<file path="src/rtl/spi_cfg_pkg.sv">
// Shared definitions for the SPI configuration responder: frame length,
// synchronizer depth, FSM encoding and the bit-counter width helper.
package spi_cfg_pkg;

  localparam int SPI_N_BIT   = 96;
  localparam int SYNC_STAGES = 2;

  typedef enum logic [1:0] {
    IDLE  = 2'd0,
    RECV  = 2'd1,
    CHECK = 2'd2
  } state_e;

  // Room for N_bit+1 so an overrun frame saturates instead of wrapping to N_bit.
  function automatic int bitcnt_w(input int n_bit);
    return $clog2(n_bit + 2);
  endfunction

endpackage

</file>
<file path="src/rtl/spi_pin_sync.sv">
// Per-pin synchronizer (SYNC_STAGES flops) plus one edge-detect flop;
// reset level is chosen per pin so no false edge appears out of reset.
module spi_pin_sync
  import spi_cfg_pkg::*;
#(
  parameter logic RST_VAL = 1'b0
) (
  input  logic clk,
  input  logic nrst,
  input  logic pin_i,
  output logic level_o,
  output logic rise_o,
  output logic fall_o
);

  logic [SYNC_STAGES:0] sync_q;

  always_ff @(posedge clk or negedge nrst) begin
    if (!nrst) begin
      sync_q <= {(SYNC_STAGES + 1){RST_VAL}};
    end else begin
      sync_q <= {sync_q[SYNC_STAGES-1:0], pin_i};
    end
  end

  always_comb begin
    level_o = sync_q[SYNC_STAGES-1];
    rise_o  = sync_q[SYNC_STAGES-1] & ~sync_q[SYNC_STAGES];
    fall_o  = ~sync_q[SYNC_STAGES-1] & sync_q[SYNC_STAGES];
  end

endmodule

</file>
<file path="src/rtl/spi_cfg_responder.sv">
// SPI mode-0 responder: oversamples the pins on clk, assembles MSB-first
// frames, accepts only exact-length frames and reads the last word back on miso.
module spi_cfg_responder
  import spi_cfg_pkg::*;
#(
  parameter int N_bit = SPI_N_BIT,
  parameter int CNT_W = 8
) (
  input  logic             clk,
  input  logic             nrst,
  input  logic             spi_sclk,
  input  logic             spi_csn,
  input  logic             spi_mosi,
  output logic             spi_miso,
  output logic [N_bit-1:0] rdata,
  output logic             vld,
  output logic             err,
  output logic             busy,
  output logic [CNT_W-1:0] frame_cnt
);

  localparam int              BC_W        = bitcnt_w(N_bit);
  localparam logic [BC_W-1:0] BC_FULL     = BC_W'(N_bit);
  localparam logic [BC_W-1:0] BC_SAT      = BC_W'(N_bit + 1);
  localparam logic [1:0]      SETTLE_DONE = 2'(SYNC_STAGES);

  logic sclk_lvl, sclk_rise, sclk_fall;
  logic csn_lvl, csn_rise, csn_fall;
  logic mosi_lvl, mosi_rise, mosi_fall;
  logic unused_pins;

  spi_pin_sync #(.RST_VAL(1'b0)) u_sync_sclk (
    .clk(clk), .nrst(nrst), .pin_i(spi_sclk),
    .level_o(sclk_lvl), .rise_o(sclk_rise), .fall_o(sclk_fall)
  );

  spi_pin_sync #(.RST_VAL(1'b1)) u_sync_csn (
    .clk(clk), .nrst(nrst), .pin_i(spi_csn),
    .level_o(csn_lvl), .rise_o(csn_rise), .fall_o(csn_fall)
  );

  // mosi level comes from the same stage as sclk so it lines up with sclk_rise.
  spi_pin_sync #(.RST_VAL(1'b0)) u_sync_mosi (
    .clk(clk), .nrst(nrst), .pin_i(spi_mosi),
    .level_o(mosi_lvl), .rise_o(mosi_rise), .fall_o(mosi_fall)
  );

  assign unused_pins = &{sclk_lvl, mosi_rise, mosi_fall, 1'b0};

  state_e             state_q, state_d;
  logic [BC_W-1:0]    bitcnt_q, bitcnt_d;
  logic [N_bit-1:0]   rx_q, rx_d;
  logic [N_bit-1:0]   tx_q, tx_d;
  logic [N_bit-1:0]   rdata_q, rdata_d;
  logic               vld_q, vld_d;
  logic               err_q, err_d;
  logic [CNT_W-1:0]   fcnt_q, fcnt_d;
  logic [1:0]         settle_q, settle_d;
  logic               armed_q, armed_d;
  logic               frame_ok;

  // A low csn still in the synchronizer after reset is not a fresh frame start:
  // only arm once the synchronizer has flushed and csn is genuinely high.
  always_comb begin
    settle_d = (settle_q == SETTLE_DONE) ? settle_q : settle_q + 2'd1;
    armed_d  = armed_q | ((settle_q == SETTLE_DONE) & csn_lvl);
  end

  always_ff @(posedge clk or negedge nrst) begin
    if (!nrst) begin
      state_q <= IDLE;
    end else begin
      state_q <= state_d;
    end
  end

  always_comb begin
    state_d = state_q;
    case (state_q)
      IDLE:    if (csn_fall && armed_q) state_d = RECV;
      RECV:    if (csn_rise) state_d = CHECK;
      CHECK:   state_d = csn_fall ? RECV : IDLE;
      default: state_d = IDLE;
    endcase
  end

  always_comb begin
    busy     = (state_q == RECV);
    spi_miso = (state_q == RECV) ? tx_q[N_bit-1] : 1'b0;
  end

  assign frame_ok = (state_q == CHECK) && (bitcnt_q == BC_FULL);

  always_comb begin
    bitcnt_d = bitcnt_q;
    rx_d     = rx_q;
    tx_d     = tx_q;
    rdata_d  = rdata_q;
    vld_d    = 1'b0;
    err_d    = 1'b0;
    fcnt_d   = fcnt_q;
    case (state_q)
      IDLE: begin
        if (csn_fall && armed_q) begin
          bitcnt_d = '0;
          tx_d     = rdata_q;
        end
      end
      RECV: begin
        // csn_rise wins over any sclk edge seen in the same cycle.
        if (!csn_rise) begin
          if (sclk_rise) begin
            rx_d = {rx_q[N_bit-2:0], mosi_lvl};
            if (bitcnt_q != BC_SAT) bitcnt_d = bitcnt_q + 1'b1;
          end
          if (sclk_fall) tx_d = {tx_q[N_bit-2:0], 1'b0};
        end
      end
      CHECK: begin
        if (frame_ok) begin
          rdata_d = rx_q;
          vld_d   = 1'b1;
          fcnt_d  = fcnt_q + 1'b1;
        end else begin
          err_d = 1'b1;
        end
        // Back-to-back frame: read back the word being accepted right now.
        if (csn_fall) begin
          bitcnt_d = '0;
          tx_d     = frame_ok ? rx_q : rdata_q;
        end
      end
      default: ;
    endcase
  end

  always_ff @(posedge clk or negedge nrst) begin
    if (!nrst) begin
      bitcnt_q <= '0;
      rx_q     <= '0;
      tx_q     <= '0;
      rdata_q  <= '0;
      vld_q    <= 1'b0;
      err_q    <= 1'b0;
      fcnt_q   <= '0;
      settle_q <= '0;
      armed_q  <= 1'b0;
    end else begin
      bitcnt_q <= bitcnt_d;
      rx_q     <= rx_d;
      tx_q     <= tx_d;
      rdata_q  <= rdata_d;
      vld_q    <= vld_d;
      err_q    <= err_d;
      fcnt_q   <= fcnt_d;
      settle_q <= settle_d;
      armed_q  <= armed_d;
    end
  end

  assign rdata     = rdata_q;
  assign vld       = vld_q;
  assign err       = err_q;
  assign frame_cnt = fcnt_q;

endmodule
</file>
<file path="config.mk">
export PLATFORM = sky130hd
export DESIGN_NAME = spi_cfg_responder
export DESIGN_NICKNAME = d
export VERILOG_FILES = /design/src/rtl/spi_cfg_pkg.sv /design/src/rtl/spi_pin_sync.sv /design/src/rtl/spi_cfg_responder.sv
export SDC_FILE = /design/constraint.sdc
export NUM_CORES = 1
export LEC_CHECK = 0
export ABC_CLOCK_PERIOD_IN_PS = 2570
export CORE_AREA = 2 2 179 146
export CTS_CLUSTER_SIZE = 14
export DETAILED_ROUTE_END_ITERATION = 16
export DIE_AREA = 0 0 181 148
export PLACE_DENSITY_LB_ADDON = 0.2
export SLEW_MARGIN = 0
export SYNTH_ARGS = -nofsm -noshare
export SYNTH_HDL_FRONTEND = slang
export SYNTH_SLANG_ARGS = --single-unit
</file>
<file path="constraint.sdc">
create_clock -name clk -period 2.57 [get_ports clk]
set_input_delay 0.514 -clock clk [delete_from_list [all_inputs] [get_ports clk]]
set_output_delay 0.514 -clock clk [all_outputs]
set_load 0.02 [all_outputs]
</file>
Word-level counts from Yosys, hierarchy flattened
Index checks and enable logic that the tools add are counted.
- reductions and logical operators: 9
- muxes and demuxes: 21
- shifts and indexed selects: 0
- divide/modulo/power cells: 0
- add/subtract/negate cells: 3
- bitwise gates (word level): 11
- magnitude comparators: 0
- eq/ne operators: 12
- multipliers: 0
- operators with widths (cell ; number):
    $mux 96 ; 5
    $pmux 96 s3 ; 1
    $mux 7 ; 5
    $pmux 7 s3 ; 1
    $add 8x1->8 const B ; 1
    $ne 2x1->1 const B ; 4
    $add 7x1->7 const B ; 1
    $eq 7x7->1 const B ; 1
    $ne 7x7->1 const B ; 1
    $mux 1 ; 6
    $ne 2x2->1 const B ; 3
    $pmux 2 s3 ; 1
    $reduce_and 6->1 ; 1
    $and 1x1->1 ; 5
    $not 1->1 ; 5
    $reduce_and 5->1 ; 1
    $eq 2x2->1 const B ; 2
    $mux 2 ; 2
    $reduce_and 2->1 ; 2
    $reduce_and 3->1 ; 1
    $reduce_bool 3->1 ; 1
    $add 2x1->2 const B ; 1
    $eq 2x1->1 const B ; 1
    $logic_and 1x1->1 ; 2
    other kinds (2) ; 2
- flip-flop bits (word level): 318
- output and inout bits: 108
- bits in read-only memories: 0
- bits of input ports: 5
- memories kept: 0
- bits in latches: 0
- bits in writable memories: 0

Logic depth before layout (Yosys ltp)
Gate-level depths: netlist of run 1.
- depth after elaboration: 5
- mapped depth: 9
- mapped depth without buffers: 6

Hierarchy
From an unflattened synthesis of run 1, not the netlist that was laid out.
- cells, all modules: 1095
- area, all modules: 13633.1 um2
- modules (own cells, without submodules) (module ; instances ; seq. area each (um2) ; area each (um2) ; cells an instance):
    spi_cfg_responder ; 1 ; 7757.4 ; 13359.1 ; 1080
    spi_pin_sync (u_sync_mosi ...) ; 2 ; 75.1 ; 90.1 ; 5
    spi_pin_sync (u_sync_csn) ; 1 ; 78.8 ; 93.8 ; 5

Least setup slack after synthesis of run 1
OpenSTA, ideal clock, no wires.
- path kind: register to output
- from: register state_q[1]
- to: output port spi_miso
- slack: 0.172 ns
- data required time: 2.056 ns
- buffers on the path: 3
- arrival time: 1.884 ns
- stages on the path, launching flop included: 7
- path through: dfrtp_1 > inv_1 > ha_1 > clkbuf_1 > clkbuf_1 > clkbuf_1 > and2_1
- cells in the longest elaborated chain, start to end: 2
- ends and longest elaborated chain (item ; line ; RTL):
    start: declaration ; spi_cfg_responder.sv:50 ; state_e state_q, state_d;
    start signal: assignment ; spi_cfg_responder.sv:73 ; state_q <= state_d;
    $eq 2x1->1 ; - ;
    named net busy ; spi_cfg_responder.sv:18 ; output logic busy,
    $mux 1 ; spi_cfg_responder.sv:89 ; spi_miso = (state_q == RECV) ? tx_q[N_bit-1] : 1'b0;
    end: declaration ; spi_cfg_responder.sv:14 ; output logic spi_miso,
The timed path passes the listed nets, and every way through them passes these cells.

Final worst setup path of run 1
- from: register state_q[1]
- to: output port busy
- cells in the longest elaborated chain, start to end: 1
- ends and longest elaborated chain (item ; line ; RTL):
    $eq 2x1->1 ; spi_cfg_responder.sv:88 ; busy = (state_q == RECV);
    end: declaration ; spi_cfg_responder.sv:18 ;
Every way passes these cells.

==> impl_metrics.toml, run 1 <==
[yosys]
yosysWarnings = 0
ys_seq_area_share_pct = 54.9
netlist_instances = 1314
synth_area_per_cell_sq_um = 11.0
synth-compound-area-share_pct = 14.1
synth_fp_nets = 1328
muxShareOfSynthArea_pct = 14.9
yosys.cell_types.count = 50
synth_xor_area_share_pct = 0.483
synth_top_family_by_area = "multiplexers"
synth_area_sq_mm = 0.0145
yosys.area_share.simple_pct = 11.1
synth-seq-cells = 318
synth-async-reset-ratio_pct = 100
synth_fa_ha_area_share_pct = 0.776
synth_edf_count = 0
synth_ff_type = "dfrtp_1"

[global_routing]
grt_pass1_wl_mm = 58.0
grt_max_degree = 101
first_global_vias = 10939
antenna_found_initial = 0
grt_usage_pct = 26.4
grt-ovfl-total = 0

[drt]
viasPerCell = 6.25
drc = 0
wirelength_mm = 34.9
ant_nets = 0
drtPass1Iterations = 6
wire_per_inst_microns = 20.2
via_count = 10793
drtIter0Drc = 800

[die]
initial_core_util_pct = 58.1
ios = 113
coreArea_sq_mm = 0.0250
num_rows = 52
dieArea_sq_mm = 0.0268
die_h_microns = 148
die_w_microns = 181

[final_layout]
design_area_sq_mm = 0.0172
drive_above_1_share_pct = 21.3
multi_input_area_sq_mm = 0.00611
area_growth_pct = 18.7
seq_area_sq_mm = 0.00797
diodes = 0
fin_cells = 1727
final_nets = 1393
n_fill_cell = 1856

[critical_path]
end_kind = "output pin"
crit_type = "reg2out"
worstSetupStartpointType = "flop"
required_ns = 2.06
path_max_fanout = 4
arrival_ns = 1.95

[timing]
max_freq_mhz = 405
tightestPinTransition_ns = 0.679
hold_violations = 0
min_period_over_period_pct = 96.0
worst_slack_ns = 0.103
max-slew-margin-rel_pct = 54.7
finalSetupTns_ns = 0
slew_violations = 0
setup_viol = 0
rsz0062_at_grt = "no"
period_minus_slack_ns = 2.47
skew_ns = 0.0206

[pwr]
p_per_area_mw_per_mm2 = 837
p_total_mw = 14.4
irDropWorstVdd_v = 0.000890
leakagePower_nw = 7.68

[placed_design]
preCtsSetupSlack_ns = 0.220
place_inst = 1668
placed_cell_area_sq_mm = 0.0161
io_buffers = 112
hpwlAfterDp_mm = 19.8
gp_congestion = 0.775

[worst_hold_path]
hold_class = "reg2reg"

[flow_run]
cap_viol_max_count = 0

[clock_network]
numCtsBuffers = 31
cts_buffer_depth = 3
cts-htree-levels = 1
cts-root-buf = "clkbuf_16"
clock_latency_ns = 0.57
cts_tree = "done"
cts_sinks = 318
cts.clk_slew.worst_paths_ns = 0.06

[status]
status = "finished, final reports clean"
[cells in the mapped netlist, drive strengths merged (2+ instances only)]
cell	n	share of area (%)
a211o	2	0.12
a211oi	2	0.14
a21oi	3	0.10
a22o	98	5.9
and2	3	0.13
and3	3	0.13
buf	30	1.1
clkbuf	90	2.3
dfrtp	315	54
dfstp	3	0.54
ha	9	0.78
inv	8	0.21
mux2	192	15
nand2	206	5.3
nand2b	5	0.22
nand3	5	0.17
nand4	97	4.2
nor2	5	0.13
nor2b	4	0.17
nor3	5	0.17
o211ai	3	0.25
o21ai	192	6.6
o311ai	2	0.12
o31ai	3	0.16
o41ai	3	0.18
or2	2	0.086
or4	2	0.10
xnor2	5	0.30
xor2	3	0.18
[final timing paths]
check / start / to / slack (ns) / depth (start not counted)
worst max register to register: state_q[0] / tx_q[54] / 0.23 / 8
max in group asynchronous: nrst / u_sync_csn.sync_q[2] / 1.40 / 3
worst max-delay path: state_q[1] / busy / 0.10 / 3
worst min register to register: u_sync_sclk.sync_q[0] / u_sync_sclk.sync_q[1] / 0.35 / 0
min in group asynchronous: nrst / frame_cnt[5] / 0.49 / 2
worst min-delay path: u_sync_sclk.sync_q[0] / u_sync_sclk.sync_q[1] / 0.35 / 0
[layer usage]
layer / wire (microns) / up-vias / GRT usage [%]
met5: 0 / - / 0
met4: 495 / 0 / 6.06
met3: 2140 / 40 / 4.29
met2: 16200 / 368 / 42.1
met1: 16100 / 5484 / 38.5
li1: - / 4901 / -
[kinds of logic after synthesis]
group | after synthesis
buffers and inverters | 128
AO/OA/AOI/OAI | 317
multiplexers | 192
adder cells (fa/ha/maj) | 9
AND/OR/NAND/NOR | 342
flip-flops | 318
XOR/XNOR | 8
[sequential cells by signal, summed over array words and instances (netlist names), 2 cells and up]
signal and cells:
rx_q 96, state_q 2, rdata 96, u_sync_csn.sync_q 3, settle_q 2, u_sync_mosi.sync_q 2
bitcnt_q 7, u_sync_sclk.sync_q 3, frame_cnt 8, tx_q 96
[per-stage QoR]
stage	hold WS (ns)	util [%]
after floorplan	0.218	-
after global placement	0.335	64.6
after detailed placement	0.338	64.6
after CTS	0.352	68.9
after global routing	0.364	68.9
final	0.350	68.9
[worst max-delay path: stages (launching register included)]
cell             delay [ns]
dfrtp_1                0.44
inv_1                  0.17
ha_4                   0.19
clkdlybuf4s50_1        0.60
[report_power, final]
group | total, mW | internal [mW] | switching [mW]
Combinational | 4.51 | 1.31 | 3.20
Sequential | 5.16 | 5.09 | 0.0779
Clock | 4.73 | 2.76 | 1.97
Total | 14.4 | 9.15 | 5.25
[placed cells by master, fill, tap and decap left out, types with 8 or more instances in the layout]
cell,count
buf_12,17
mux2_2,188
nand2_1,206
a22o_1,98
dfrtp_1,314
clkinv_2,11
clkbuf_16,31
nand4_1,97
inv_1,8
o21ai_0,192
clkdlybuf4s50_1,110
buf_4,21
[final cells by class]
class,instances,area share (%)
tap,324,2.35
sequential,318,46.3
timing repair buffer,152,9.55
clock inverter,18,1.16
multi-input combinational,868,35.5
clock buffer,39,4.97
inverter,8,0.174
[timing repair]
action	CTS	global route
hold buffers	1	0
hold endpoints to repair	49	0
setup endpoints to repair	2	1
buffers inserted	1	0
pin swaps	0	0
resized for setup	1	1
Note: power is estimated with default switching activity, not from simulation.
==> inputs of run 2 (changes only) <==
--- a/config.mk
+++ b/config.mk
@@ -5,7 +5,7 @@
 export SDC_FILE = /design/constraint.sdc
 export NUM_CORES = 1
 export LEC_CHECK = 0
-export ABC_CLOCK_PERIOD_IN_PS = 2570
+export ABC_CLOCK_PERIOD_IN_PS = 2700
 export CORE_AREA = 2 2 179 146
 export CTS_CLUSTER_SIZE = 14
 export DETAILED_ROUTE_END_ITERATION = 16
==> constraint.sdc (replaced) <==
create_clock -name clk -period 2.7 [get_ports clk]
set_input_delay 0.54 -clock clk [delete_from_list [all_inputs] [get_ports clk]]
set_output_delay 0.54 -clock clk [all_outputs]
set_load 0.02 [all_outputs]
==> impl_metrics.toml, run 2 (synthesized netlist as in run 1, its figures left out) <==
[status]
status = "finished, final reports clean"

[worst_hold_path]
holdPathStages = 0
hold_class = "reg2reg"
whs_endpoint = "u_sync_csn.sync_q[1]"
hold_start = "u_sync_csn.sync_q[0]"

[timing]
finalSetupTns_ns = 0
max_freq_mhz = 399
setup_viol = 0
hold_violations = 0
max-slew-margin-rel_pct = 34.5
min_period_over_period_pct = 92.9
tightestPinTransition_ns = 0.982
rsz0062_at_grt = "no"
slew_violations = 0
skew_ns = 0.0119
period_minus_slack_ns = 2.51

[placed_design]
io_buffers = 112
hpwlAfterDp_mm = 19.4
gp_congestion = 0.764

[drt]
drtPass1Iterations = 5
wirelength_mm = 34.7
via_count = 10771
wire_per_inst_microns = 20.2
viasPerCell = 6.26
drc = 0
ant_nets = 0
drtIter0Drc = 911

[final_layout]
final_nets = 1387
drive_above_1_share_pct = 20.3
area_growth_pct = 17.6
fin_util_pct = 68.3
diodes = 0
layout_common_cells = "dfrtp_1 (314), nand2_1 (206), o21ai_0 (192)"
layout.cells.most_common = "dfrtp_1"
n_fill_cell = 1848

[critical_path]
crit_type = "reg2out"
r2r-start = "u_sync_csn.sync_q[2]"
ff2ff_path_depth = 5
end_kind = "output pin"
r2r_slack_ns = 0.37
r2r-end = "tx_q[60]"
worstSetupStartpointType = "flop"
required_ns = 2.16
arrival_ns = 1.97
path_max_fanout = 4

[die]
dieArea_sq_mm = 0.0268
die_w_microns = 181
die_h_microns = 148
num_rows = 52
initial_core_util_pct = 58.1
ios = 113
coreArea_sq_mm = 0.0250

[flow_run]
cap_viol_max_count = 0

[clock_network]
cts_tree = "done"
cts_sinks = 318
numCtsBuffers = 31
clock_latency_ns = 0.56
cts-htree-levels = 1
cts.clk_slew.worst_paths_ns = 0.06
cts_buffer_depth = 3
cts-root-buf = "clkbuf_16"

[global_routing]
antenna_found_initial = 0
first_global_vias = 10680
grt_max_degree = 101
grt-ovfl-total = 0
grt_usage_pct = 26.4
grt_pass1_wl_mm = 57.7

[pwr]
p_total_mw = 13.3
irDropWorstVdd_v = 0.000989
leakagePower_nw = 7.61
p_per_area_mw_per_mm2 = 780
==> run 2: cell type report <==
cell class / instances / area (sq um) / share of cell area, %
clock buffer: 48 / 890 / 5.21
clock inverter: 9 / 98.8 / 0.579
inverter: 8 / 30.0 / 0.176
multi-input combinational: 868 / 6110 / 35.8
sequential: 318 / 7970 / 46.7
tap: 324 / 405 / 2.38
timing repair buffer: 146 / 1560 / 9.15
==> run 2: through the flow <==
step                hold slack [ns]  cell area [sq um]  cells  setup WS, ns
floorplan                     0.244              14500   1314         0.276
global route                  0.365              17100   1721         0.129
global placement              0.347              16000   1660         0.425
CTS                           0.361              17100   1721        0.0507
detailed placement            0.338              16000   1660         0.391
finish                        0.363              17100   1721         0.193
==> run 2: per-layer routing <==
| layer | vias up | GRT usage, % | routed length, microns |
|---|---|---|---|
| met5 | - | 0 | 0 |
| met4 | 0 | 7.03 | 762 |
| met3 | 56 | 4.14 | 2050 |
| met2 | 359 | 40.2 | 15500 |
| met1 | 5473 | 40.0 | 16400 |
| li1 | 4883 | - | - |
==> run 2: power by group <==
| group | switching [mW] | internal, mW | total (mW) |
|---|---|---|---|
| Sequential | 0.0760 | 4.84 | 4.92 |
| Combinational | 3.04 | 1.11 | 4.15 |
| Clock | 1.80 | 2.45 | 4.25 |
| Total | 4.92 | 8.40 | 13.3 |
==> run 2: worst max-delay path by stage <==
stage	start	to	slack [ns]	cells after the start
after floorplan	state_q[1]	spi_miso	0.28	6
after global placement	state_q[1]	spi_miso	0.42	4
after detailed placement	state_q[1]	spi_miso	0.39	4
after CTS	state_q[1]	spi_miso	0.05	4
after global routing	state_q[1]	busy	0.13	3
final	state_q[1]	busy	0.19	3
==> run 2: timing repair <==
item / 4_1_cts / 5_1_grt
gates resized for setup: 0 / 1
setup endpoints to repair: 2 / 1
hold buffers: 1 / 0
setup buffers: 3 / 0
hold endpoints to repair: 50 / 0
==> run 2: critical path, stage by stage, from the launching register on <==
cell             delay, ns
dfrtp_1               0.44
inv_1                 0.17
ha_4                  0.20
clkdlybuf4s50_1       0.61
